File: src/rtl/unpack_serializer.sv
// Word FIFO plus value shifter: buffers extended words from allocate and emits packed values on a valid/ready stream.
// Define UNPACK_VALUE_COUNT_EN to add the pkt_value_count output.
module unpack_serializer #(
    parameter int WORD_WIDTH = 32,
    parameter int DATA_WIDTH = 7,
    parameter int FIFO_DEPTH = 4
) (
    input  logic                             clk,
    input  logic                             rst,
    input  logic [WORD_WIDTH+DATA_WIDTH-2:0] word_a,
    input  logic [5:0]                       num_values_a,
    input  logic                             new_word_a,
    input  logic                             first_word_a,
    input  logic                             last_word_a,
    output logic                             fifo_full,
    output logic [DATA_WIDTH-1:0]            data_out,
    output logic                             valid_out,
    input  logic                             out_ready,
    output logic                             sop_out,
    output logic                             eop_out,
    output logic                             busy,
    output logic                             overflow_err,
    output logic                             protocol_err
`ifdef UNPACK_VALUE_COUNT_EN
    ,
    output logic [15:0]                      pkt_value_count
`endif
);
    localparam int XW = WORD_WIDTH + DATA_WIDTH - 1;
    localparam int AW = $clog2(FIFO_DEPTH);
    localparam logic [5:0] MAXV = 6'(XW / DATA_WIDTH);

    typedef enum logic {IDLE, SHIFT} state_e;

    logic [XW-1:0] mem_word_q  [FIFO_DEPTH];
    logic [5:0]    mem_cnt_q   [FIFO_DEPTH];
    logic          mem_first_q [FIFO_DEPTH];
    logic          mem_last_q  [FIFO_DEPTH];

    logic [AW:0]   wptr_q, rptr_q;
    state_e        state_q, state_d;
    logic [XW-1:0] shift_q;
    logic [5:0]    remaining_q, count_q;
    logic          first_pending_q, last_flag_q;
    logic          overflow_q, protocol_q;

    logic          empty, full, push, pop, load, load_first, zero_pop, hs;
    logic [5:0]    cnt_clamp;
    logic [XW-1:0] head_word;
    logic [5:0]    head_cnt;
    logic          head_first, head_last;

    assign cnt_clamp  = (num_values_a > MAXV) ? MAXV : num_values_a;
    assign empty      = (wptr_q == rptr_q);
    assign full       = (wptr_q[AW] != rptr_q[AW]) && (wptr_q[AW-1:0] == rptr_q[AW-1:0]);
    assign head_word  = mem_word_q[rptr_q[AW-1:0]];
    assign head_cnt   = mem_cnt_q[rptr_q[AW-1:0]];
    assign head_first = mem_first_q[rptr_q[AW-1:0]];
    assign head_last  = mem_last_q[rptr_q[AW-1:0]];
    // A pop frees the slot on the same edge, so a push into a full FIFO survives it.
    assign push       = new_word_a && (!full || pop);
    assign hs         = (state_q == SHIFT) && out_ready;

    always_ff @(posedge clk) begin
        if (push) begin
            mem_word_q[wptr_q[AW-1:0]]  <= word_a;
            mem_cnt_q[wptr_q[AW-1:0]]   <= cnt_clamp;
            mem_first_q[wptr_q[AW-1:0]] <= first_word_a;
            mem_last_q[wptr_q[AW-1:0]]  <= last_word_a;
        end
    end

    always_ff @(posedge clk or negedge rst) begin
        if (!rst) state_q <= IDLE;
        else      state_q <= state_d;
    end

    always_comb begin
        state_d    = state_q;
        pop        = 1'b0;
        load       = 1'b0;
        load_first = 1'b0;
        zero_pop   = 1'b0;
        case (state_q)
            IDLE: if (!empty) begin
                pop = 1'b1;
                if (head_cnt != 6'd0) begin
                    load       = 1'b1;
                    load_first = head_first | first_pending_q;
                    state_d    = SHIFT;
                end else begin
                    zero_pop = 1'b1;
                end
            end
            SHIFT: if (hs && remaining_q == 6'd1) begin
                if (!empty && head_cnt != 6'd0) begin
                    pop        = 1'b1;
                    load       = 1'b1;
                    load_first = head_first;
                end else begin
                    state_d = IDLE;
                end
            end
            default: state_d = IDLE;
        endcase
    end

    always_comb begin
        valid_out    = (state_q == SHIFT);
        data_out     = valid_out ? shift_q[DATA_WIDTH-1:0] : '0;
        sop_out      = valid_out && first_pending_q && (remaining_q == count_q);
        eop_out      = valid_out && last_flag_q && (remaining_q == 6'd1);
        fifo_full    = full;
        busy         = !empty || valid_out;
        overflow_err = overflow_q;
        protocol_err = protocol_q;
    end

    always_ff @(posedge clk or negedge rst) begin
        if (!rst) begin
            wptr_q          <= '0;
            rptr_q          <= '0;
            shift_q         <= '0;
            remaining_q     <= '0;
            count_q         <= '0;
            first_pending_q <= 1'b0;
            last_flag_q     <= 1'b0;
            overflow_q      <= 1'b0;
            protocol_q      <= 1'b0;
        end else begin
            if (push) wptr_q <= wptr_q + 1'b1;
            if (pop)  rptr_q <= rptr_q + 1'b1;
            if (new_word_a && full && !pop) overflow_q <= 1'b1;
            if (load) begin
                shift_q         <= head_word;
                remaining_q     <= head_cnt;
                count_q         <= head_cnt;
                first_pending_q <= load_first;
                last_flag_q     <= head_last;
            end else if (hs) begin
                shift_q         <= shift_q >> DATA_WIDTH;
                remaining_q     <= remaining_q - 6'd1;
                first_pending_q <= 1'b0;
            end
            // An empty entry still hands its packet start to the next emitted value.
            if (zero_pop && head_first) first_pending_q <= 1'b1;
            if (zero_pop && head_last)  protocol_q      <= 1'b1;
        end
    end

`ifdef UNPACK_VALUE_COUNT_EN
    logic [15:0] pvc_q;
    logic        pvc_done_q;

    always_ff @(posedge clk or negedge rst) begin
        if (!rst) begin
            pvc_q      <= '0;
            pvc_done_q <= 1'b0;
        end else if (hs) begin
            if (sop_out) begin
                pvc_q      <= 16'd1;
                pvc_done_q <= eop_out;
            end else if (!pvc_done_q) begin
                if (pvc_q != 16'hFFFF) pvc_q <= pvc_q + 16'd1;
                pvc_done_q <= eop_out;
            end
        end
    end

    assign pkt_value_count = pvc_q;
`endif
endmodule
File: config.mk
export PLATFORM = sky130hd
export DESIGN_NAME = unpack_serializer
export DESIGN_NICKNAME = d
export VERILOG_FILES = /design/src/rtl/unpack_serializer.sv
export SDC_FILE = /design/constraint.sdc
export NUM_CORES = 1
export LEC_CHECK = 0
export CAP_MARGIN = 20
export CORE_MARGIN = 2
export CORE_UTILIZATION = 35
export CTS_BUF_LIST = sky130_fd_sc_hd__clkbuf_4 sky130_fd_sc_hd__clkbuf_8
export DETAILED_ROUTE_END_ITERATION = 10
export SKIP_LAST_GASP = 1
export SYNTH_ARGS = -nofsm -noshare
export SYNTH_HDL_FRONTEND = slang
export SYNTH_SLANG_ARGS = --single-unit
File: constraint.sdc
create_clock -name clk -period 5.4 [get_ports clk]
set_clock_uncertainty 0.15 [all_clocks]
set_input_delay 0.54 -clock clk [delete_from_list [all_inputs] [get_ports clk]]
set_output_delay 0.54 -clock clk [all_outputs]
set_load 0.05 [all_outputs]
* Word level (Yosys, flattened, before mapping)
Memory sizes are Yosys's and may differ from the RTL's.
Cells that the tools add are included.
Widths: inputs -> output; s select.
** Cells by class
- Magnitude comparators :: 1
- Muxes and demuxes :: 28
- Equal/unequal tests :: 5
- Bitwise logic cells :: 2
- Divide/modulo/power cells :: 0
- Reductions and logical operators :: 21
- Add/sub/neg operators :: 3
- Multiply operators :: 0
- Shift operators :: 0
** Operators by type and width (number)
- $mux 38 :: 2
- $mux 1 :: 18
- $mux 6 :: 3
- $logic_and 1x1->1 :: 13
- $pmux 1 s2 :: 4
- $mux 7 :: 1
- $add 3x1->3 const B :: 2
- $eq 6x1->1 const B :: 1
- $eq 6x6->1 :: 1
- $gt 6x3->1 const B :: 1
- $reduce_bool 6->1 :: 1
- $sub 6x1->6 const B :: 1
- $eq 3x3->1 :: 1
- $logic_not 1->1 :: 3
- $reduce_bool 3->1 :: 1
- $eq 2x2->1 :: 1
- $logic_or 1x1->1 :: 2
- $reduce_bool 2->1 :: 1
- $ne 1x1->1 :: 1
- $not 1->1 :: 1
- $or 1x1->1 :: 1
** Storage, ports and cells
- Memories kept :: 4
- Latch bits :: 0
- Flip-flop bits (word level) :: 61
- Output and inout port bits :: 14
- Memory bits (writable) :: 184
- Input bits :: 50
- Bits in read-only memories :: 0
** Memory list
- mem_word_q :: words 4, bits a word 38, rd ports 1, clocked after Yosys merged registers in 0, wr ports 1, line 35 : logic [XW-1:0] mem_word_q [FIFO_DEPTH];
- mem_cnt_q :: words 4, bits a word 6, rd ports 1, clocked after Yosys merged registers in 0, wr ports 1, line 36 : logic [5:0] mem_cnt_q [FIFO_DEPTH];
- mem_first_q :: words 4, bits a word 1, rd ports 1, clocked after Yosys merged registers in 0, wr ports 1, line 37 : logic mem_first_q [FIFO_DEPTH];
- mem_last_q :: words 4, bits a word 1, rd ports 1, clocked after Yosys merged registers in 0, wr ports 1, line 38 : logic mem_last_q [FIFO_DEPTH];

* Depth between registers and ports, before layout
Gate-level depths: netlist (run 1).
- Word-level depth :: 10
- Gate-level depth with buffers :: 9
- Mapped depth without buffers :: 6

* Least setup slack after synthesis (run 1)
No wires, ideal clock.
- Kind :: register -> register
- Start point :: register rptr_q[0]
- End point :: memory mem_cnt_q[0][0], enable pin
- Setup time :: 0.450 ns
- Slack :: 1.241 ns
- Period minus slack after synthesis :: 4.159 ns
- Stages on the path, launching flop included :: 8
- Data required time :: 4.800 ns
- Arrival :: 3.560 ns
- Cells stage by stage :: dfrtp_1 buf_6 xnor2_1 and3b_1 clkbuf_1 a311oi_4 o21ai_4 nor2_1
** On the way
- Longest elaborated chain between the ends :: 10
** Ends and longest elaborated chain
- from (decl) :: line 40 : logic [AW:0] wptr_q, rptr_q;
- from (signal assigned) :: line 132 : if (pop) rptr_q <= rptr_q + 1'b1;
- $mem_v2 4x6 or $eq 3x3->1 (tied branches)
- $reduce_bool 6->1 or $logic_not 1->1 (tied branches) :: line 96 : if (!empty && head_cnt != 6'd0) begin
- $logic_and 1x1->1 :: line 96
- $mux 1 :: line 96
- $mux 1 :: line 95 : SHIFT: if (hs && remaining_q == 6'd1) begin
- $pmux 1 s2 :: line 84 : case (state_q)
- $logic_or 1x1->1 (*) :: line 61 : assign push = new_word_a && (!full || pop);
- $logic_and 1x1->1 (*) :: line 61
- $mux 1 (*) :: line 65 : if (push) begin
- $mux 1 (not written as such) (*) :: line 67 : mem_cnt_q[wptr_q[AW-1:0]] <= cnt_clamp;
- to (decl) :: line 36
Every way passes the cells marked *; elsewhere a longest branch is shown, timed or not.

* Worst setup path in the final report (run 1)
- Start point :: register rptr_q[0]
- End point :: memory mem_word_q[3][18] in the netlist's numbering, enable pin
** On the way
- Longest elaborated chain between the ends :: 10
** Ends and longest elaborated chain
- $mem_v2 4x6 or $eq 3x3->1 (tied branches)
- $reduce_bool 6->1 or $logic_not 1->1 (tied branches) :: line 96
- $logic_and 1x1->1 :: line 96
- $mux 1 :: line 96
- $mux 1 :: line 95
- $pmux 1 s2 :: line 84
- $logic_or 1x1->1 (*) :: line 61
- $logic_and 1x1->1 (*) :: line 61
- $mux 1 (*) :: line 65
- $mux 1 (not written as such) (*) :: line 66 : mem_word_q[wptr_q[AW-1:0]] <= word_a;
- to (decl) :: line 35
Marked as above.

==> impl_results.md, run 1 <==
* Part of the power in the clock network at 29.1%
* Max-slew violations at 0
* Vias at about 5300
* End of the critical path: mem_word_q[3][18]$_DFFE_PP_
* Status: complete, no violations
* Ys async rst share at roughly 25%
* Total gr overflow at 0
* Final Hold Fails at 0
* Mapped Area at between 0.009 and 0.01 mm2
* Hold Crit Class: input pin to asynchronous set/reset pin
* Pwr Total at approximately 0.0053 W
* Final Cycle Share at 66.61%
* Die Area at just under 0.03 mm2
* RD Place Congestion at between 0.7 and 0.8
* Pleak at 4.055 nW
* R2r endpoint: mem_word_q[3][18]$_DFFE_PP_
* First-pass GRT wire length at a little over 30000 um
* Arrival time worst endpoint at 3.70 ns
* Final setup vio count at 0
* Pint at approximately 0.0038 W
* Switch Pwr at between 0.001 and 0.0015 W
* Pre-CTS WS at about 1.7 ns
* Register-to-Register Path Depth at 7
* Detailed Place HPWL at about 12000 um
* Die Wd at between 150 and 200 um
* Setup bufs post-CTS at 0
* H-tree depth at 2
* CTS Buf Count at 40
* Crit. End Element: flip-flop
* Synth warnings at 0
* CP Launch Point: rptr_q[0]$_DFFE_PN0P_
* Max transition margin at 43.48%
* Critical Path Max Stage Delay at 0.69 ns
* Syn Inst Count at 580
* Power share of the sequential group at approximately half
* Post-synthesis sequential area ratio at between 70% and 80%
* Violation count after the first detailed-route iteration at approximately 370
* Initial antenna violation count at 0
* Number of synthesized flops with an enable pin at between 150 and 200
* Peak supply drop at between 0.0002 and 0.00025 V
* DR WL/cell at between 15 and 20 um
* Drt first pass iters at 5
* CTS Root Cell: clkbuf_8
* Post-CTS Resized at 0
* Num ports at 64
* Worst r2r src: rptr_q[0]$_DFFE_PN0P_
* Initial Util at a little over a third
* Ys flop type: edfxtp_1
* RSZ-0062 raised after global routing: false
* CTS tree: yes
* Largest net degree at the start of global routing at 62
* Die Y at 170.9 um
* CTS Hold Bufs at 0
* Via-per-instance ratio at just under 5
* CTS Sinks at around 250
* DRT antenna net count at 0
* PwrDens at approximately 450 mW/mm2
* Minimum clock period at 3.597 ns
* Routed WL at approximately 19000 um
* Port bufs at 63
* Clk_lat worst skew at roughly 0.53 ns
* Area grow syn2layout at 19.51%
* Gate power share at about a fifth
* Avg Cell Area, Syn at 16.81 um2
* Critical setup path kind: flip-flop to flip-flop
* Fmax at roughly 280 MHz
* Startpoint Class: flip-flop
* FF-to-FF setup slack at around 1.8 ns
* Netlist cell types at between 40 and 50
* Worst Max-Slew Pin Slew at between 0.8 and 0.9 ns
* Final worst slack at between 1.5 and 2 ns
* # DRC at 0
* Clock Pin Slew Worst Setup and Hold Paths at roughly 0.06 ns
* N_diodes at 0
* Sw Ratio at 28.12%
* CP required at between 5 and 6 ns
* Fin Setup TNS at 0 ns
* Vias in the first global route at about 5600
* Slowest-stage cell, CP: mux4_1
* Core ar. at 0.02763 mm2
* Final Net Count at roughly 730
* Clk buf depth at 3
* Share of cells above drive strength 1 at 19.06%
* Rows at ~60
* Max-cap violations at 0
* CP Max Fanout at 29
* Critical Path, Cell by Cell: buf_4 -> mux4_1 -> nor4_4 -> a311oi_4 -> o211ai_1 -> inv_2 -> buf_12
* Total GRT Usage at between 10% and 20%
* FF+latch count, synth at around 250
-- worst max-delay path: cells and delay by family, from the launching register on --
family / cells / cell delay, ns
buffers and inverters: 3 / 0.93
and+or+nand+nor: 1 / 0.59
muxes: 1 / 0.69
AOI/OAI and AO/OA: 2 / 0.59
DFF: 1 / 0.35
-- routing by layer --
metal  track usage [%]  part of all wire (%)  up-vias
met3             3.053                   5.3       34
met4             4.053                   1.9        0
met1             17.84                    43     2719
met2             22.90                    50      141
li1                  -                     -     2430
met5                 0                     0        -
-- sequential cells by signal (all words and copies together), names as in the netlist --
register,cells
mem_word_q,152
shift_q,38
mem_cnt_q,24
count_q,6
remaining_q,6
mem_first_q,4
mem_last_q,4
rptr_q,3
wptr_q,3
first_pending_q,1
last_flag_q,1
overflow_err,1
protocol_err,1
valid_out,1
-- per-stage QoR --
step           hold WS [ns]  util [%]  instances  cell area [um2]
2_1_floorplan       0.09441         -        591             9791
5_1_grt              0.1092     42.17       1081            11650
4_1_cts             0.05880     42.07       1080            11620
3_5_place_dp         0.3005     39.33       1011            10870
3_3_place_gp         0.2914     39.25       1010            10850
6_report            0.04170     42.17       1081            11650
-- power by group through the flow --
| stage | registers (W) | logic [W] | clock network, W |
|---|---|---|---|
| 2_1_floorplan | 0.00260 | 0.000801 | 0 |
| 6_report | 0.00260 | 0.00113 | 0.00153 |
| 4_1_cts | 0.00260 | 0.00116 | 0.00157 |
| 3_5_place_dp | 0.00264 | 0.00115 | 0 |
| 3_3_place_gp | 0.00262 | 0.00112 | 0 |
| 5_1_grt | 0.00263 | 0.00123 | 0.00166 |
-- layout by cell type (no fill, tap or decap), drive strengths merged, types with 2 or more instances in the layout --
master / synthesis / final
a211o: 2 / 2
a211oi: 2 / 2
a21o: 2 / 2
a22o: 8 / 8
a22oi: 3 / 3
a31oi: 33 / 33
and2: 9 / 9
buf: 16 / 12
clkbuf: 15 / 53
clkdlybuf4s50: 0 / 62
clkinv: 1 / 16
conb: 1 / 12
dfrtp: 61 / 61
edfxtp: 184 / 184
ha: 7 / 7
inv: 14 / 14
mux2: 2 / 2
mux2i: 4 / 4
mux4: 46 / 46
nand2: 86 / 86
nand3: 7 / 7
nor2: 11 / 11
nor3: 32 / 32
nor4: 4 / 4
o211ai: 2 / 2
o22ai: 3 / 3
o31a: 2 / 2
xnor2: 9 / 9
xor2: 4 / 4
-- final cells by class --
class	instances	area, um2
Tap cell	378	473.0
Timing Repair Buffer	74	740.7
Clock inverter	16	97.59
Clock buffer	53	660.6
Inverter	15	56.30
Fill cell	2504	15980
Multi-Input combinational cell	300	2569
Sequential cell	245	7054
-- synthesized netlist by cell type, types with 2 or more instances --
cell	n	area share (%)
nor2_1	10	0.39
a21o_1	2	0.15
nand2_1	85	3.3
edfxtp_1	184	57
mux2_2	2	0.23
mux4_2	44	10
nor4_1	3	0.19
dfrtp_1	61	16
buf_6	4	0.46
a22o_1	8	0.72
nand3_1	7	0.36
a211o_2	2	0.21
o211ai_1	2	0.15
inv_1	14	0.54
mux2i_1	4	0.41
and2_1	9	0.58
o22ai_1	3	0.19
buf_1	4	0.15
clkbuf_1	15	0.58
xnor2_1	9	0.81
a22oi_1	3	0.23
buf_2	8	0.41
a31oi_1	33	2.1
ha_1	7	0.90
o31a_1	2	0.18
nor3_1	32	1.6
mux4_1	2	0.54
xor2_1	4	0.36
-- worst min-delay path by stage --
stage | to | slack (ns) | cells past startpoint
after global placement | overflow_err$_DFFE_PN0P_ | 0.29 | 1
after floorplan | count_q[0]$_DFFE_PN0N_ | 0.09 | 0
after global routing | remaining_q[1]$_DFFE_PN0P_ | 0.11 | 2
after CTS | count_q[1]$_DFFE_PN0N_ | 0.06 | 2
final | count_q[1]$_DFFE_PN0N_ | 0.04 | 2
after detailed placement | overflow_err$_DFFE_PN0P_ | 0.30 | 1
-- logic make-up (layout without fill, tap and decap cells) --
group | after synthesis | count (layout) | share of synthesized area [%]
other | 1 | 12 | 0.03846
and+or+nand+nor | 153 | 153 | 7.136
buffers and inverters | 46 | 158 | 2.182
AOI/OAI and AO/OA | 63 | 63 | 4.903
DFF | 245 | 245 | 72.33
xor gates and xnor gates | 13 | 13 | 1.168
adders and majority gates | 7 | 7 | 0.8983
muxes | 52 | 52 | 11.34
Power figures use the tool's default switching activity.
==> inputs of run 2 (changes only) <==
clock period = 3.7 ns   (was 5.4 ns; I/O delays follow)
==> run 2 against run 1 <==
Net effect:
- non-clock buffer count rose by 8
- critical path depth decreased by 1
- register-to-register slack worse by 1.2 ns
- critical path type unchanged
- worst hold slack gained 0.26 ns
- highest routed layer unchanged
- sequential share of layout area is 0.57 points lower
- core utilization rose by 0.40 points
- clock power rose by 56%
- combinational power is 48% higher
- via count is 1.1% lower
- first-iteration DRC count down 15%
- count of clock-buffer cells in the layout stayed put
- setup slack got worse by 1.2 ns
==> impl_results.md, run 2 (synthesis gave the netlist of run 1 again) <==
* Commonest cells after routing, fill and taps aside: 184 x edfxtp_1, 85 x nand2_1, 62 x clkdlybuf4s50_1
* Setup bufs post-CTS at 0
* Crit. End Element: flip-flop
* Post-route non-filler standard cell count at ~1100
* Critical Path Max Stage Delay at roughly 0.7 ns
* Worst r2r src: rptr_q[0]$_DFFE_PN0P_
* RSZ-0062 raised after global routing: false
* Util after Layout at a little over two fifths
* First-pass GRT wire length at between 30000 and 40000 um
* Commonest non-fill, non-tap cell in the layout: edfxtp_1
* Detailed Place HPWL at about 12000 um
* DRT antenna net count at 0
* H-tree depth at 2
* Critical setup path kind: flip-flop to flip-flop
* Routed WL at 19740 um
* Peak supply drop at ~0.00026 V
* RD Place Congestion at 0.7775
* Pleak at between 4 and 5 nW
* Minimum clock period at 3.110 ns
* Worst Max-Slew Pin Slew at between 0.9 and 1 ns
* PwrDens at between 600 and 700 mW/mm2
* Arrival time worst endpoint at 3.13 ns
* Post-CTS Resized at 0
* FF-to-FF setup slack at 0.59 ns
* Die Area at between 0.02 and 0.03 mm2
* CTS Sinks at approximately 250
* Vias in the first global route at around 5700
* Placed cells at 1019
* Met3 Resource Use GR at under 10%
* Area grow syn2layout at 20.64%
* Via-per-instance ratio at slightly below 5
* DR WL/cell at 18.04 um
* Hold Crit Class: flip-flop to flip-flop
* Die Y at 170.9 um
* Critical Path, Cell by Cell: mux4_1 -> nor4_4 -> a311oi_4 -> o21ai_4 -> nor2_4 -> buf_4
* Final Cycle Share at about 84%
* GRT met1 Usage at around 18%
* Register-to-Register Path Depth at 6
* Max-cap violations at 0
* Vias at approximately 5300
* Total gr overflow at 0
* Largest net degree at the start of global routing at between 40 and 50
* Die Wd at about 170 um
* Initial Util at a little over a third
* Final Hold Fails at 0
* Status: complete, no violations
* Clk_lat worst skew at about 0.54 ns
* Fmax at 321.6 MHz
* CTS Root Cell: clkbuf_8
* CTS Buf Count at 40
* Max-slew violations at 0
* # DRC at 0
* Final setup vio count at 0
* Hold path depth at 1
* Gr busiest metal: met2
* Violation count after the first detailed-route iteration at 313
* Core ar. at ~0.028 mm2
* Total GRT Usage at between 10% and 20%
* Max transition margin at between 30% and 40%
* CP Max Fanout at 46
* CP required at approximately 3.7 ns
* Met2 usage at 24.19%
* Slowest-stage cell, CP: mux4_1
* Startpoint Class: flip-flop
* N_diodes at 0
* Clk buf depth at 3
* HP Start: overflow_err$_DFFE_PN0P_
* Fin Setup TNS at 0 ns
* Port bufs at 63
* R2r endpoint: mem_cnt_q[1][2]$_DFFE_PP_
* Num ports at between 60 and 70
* Min-Delay Endpoint: overflow_err$_DFFE_PN0P_
* Rows at 61
* Initial antenna violation count at 0
* Max reg flops at approximately 150
* Share of cells above drive strength 1 at around a fifth
* CTS tree: yes
* # fillers at 2482
* Final Net Count at between 700 and 800
* Clock Pin Slew Worst Setup and Hold Paths at 0.05 ns
* Drt first pass iters at 5
-- run 2: metrics by stage --
step | total power [W] | hold slack, ns | area [um2] | setup slack (ns)
after global placement | 0.005504 | 0.2918 | 10930 | 0.6008
final | 0.007841 | 0.3058 | 11760 | 0.5903
after CTS | 0.007968 | 0.2791 | 11760 | 0.5559
after global routing | 0.008264 | 0.2965 | 11760 | 0.3398
after detailed placement | 0.005568 | 0.3003 | 10930 | 0.5709
after floorplan | 0.004960 | -0.07559 | 9791 | -0.4591
-- run 2: critical path, delay by kind of cell, from the launching register on --
kind                   cells  cell delay (ns)
multiplexers               1             0.68
flip-flops                 1             0.55
AO/OA/AOI/OAI              2             0.55
AND/OR/NAND/NOR            2             0.44
buffers and inverters      1             0.30
-- run 2: power by group --
part           total (W)  internal (W)  switching, W
registers        0.00380       0.00357      0.000226
logic            0.00167      0.000715      0.000952
clock network    0.00238       0.00133       0.00105
total            0.00784       0.00562       0.00223
-- run 2: layout make-up --
cell class	instances	area [um2]	share of cell area, %
Clock inverter	21	158.9	1.351
Multi-Input combinational cell	300	2569	21.84
Sequential cell	245	7054	59.98
Timing Repair Buffer	82	783.3	6.660
Clock buffer	53	666.9	5.670
Tap cell	378	473.0	4.021
Inverter	15	56.30	0.4787
-- run 2: layer usage --
| layer | vias up | part of all wire [%] | wire [um] |
|---|---|---|---|
| li1 | 2450 | - | - |
| met1 | 2672 | 44 | 8765 |
| met2 | 114 | 50 | 9809 |
| met3 | 31 | 4.3 | 842 |
| met4 | 0 | 1.6 | 322 |
| met5 | - | 0 | 0 |
-- run 2: how the worst max path moves through the flow --
| stage | startpoint | end | depth (start not counted) |
|---|---|---|---|
| finish | rptr_q[0]$_DFFE_PN0P_ | mem_cnt_q[1][2]$_DFFE_PP_ | 6 |
| detailed placement | rptr_q[0]$_DFFE_PN0P_ | mem_word_q[3][16]$_DFFE_PP_ | 6 |
| CTS | rptr_q[0]$_DFFE_PN0P_ | mem_cnt_q[3][1]$_DFFE_PP_ | 6 |
| global placement | rptr_q[0]$_DFFE_PN0P_ | mem_word_q[3][16]$_DFFE_PP_ | 6 |
| floorplan | rptr_q[0]$_DFFE_PN0P_ | mem_cnt_q[0][0]$_DFFE_PP_ | 7 |
| global route | remaining_q[3]$_DFFE_PN0P_ | mem_cnt_q[3][1]$_DFFE_PP_ | 6 |
-- run 2: what timing repair did --
item	in CTS	in global routing
setup endpoints to repair	0	0
hold buffers	1	0
endpoints found under the hold margin	38	0
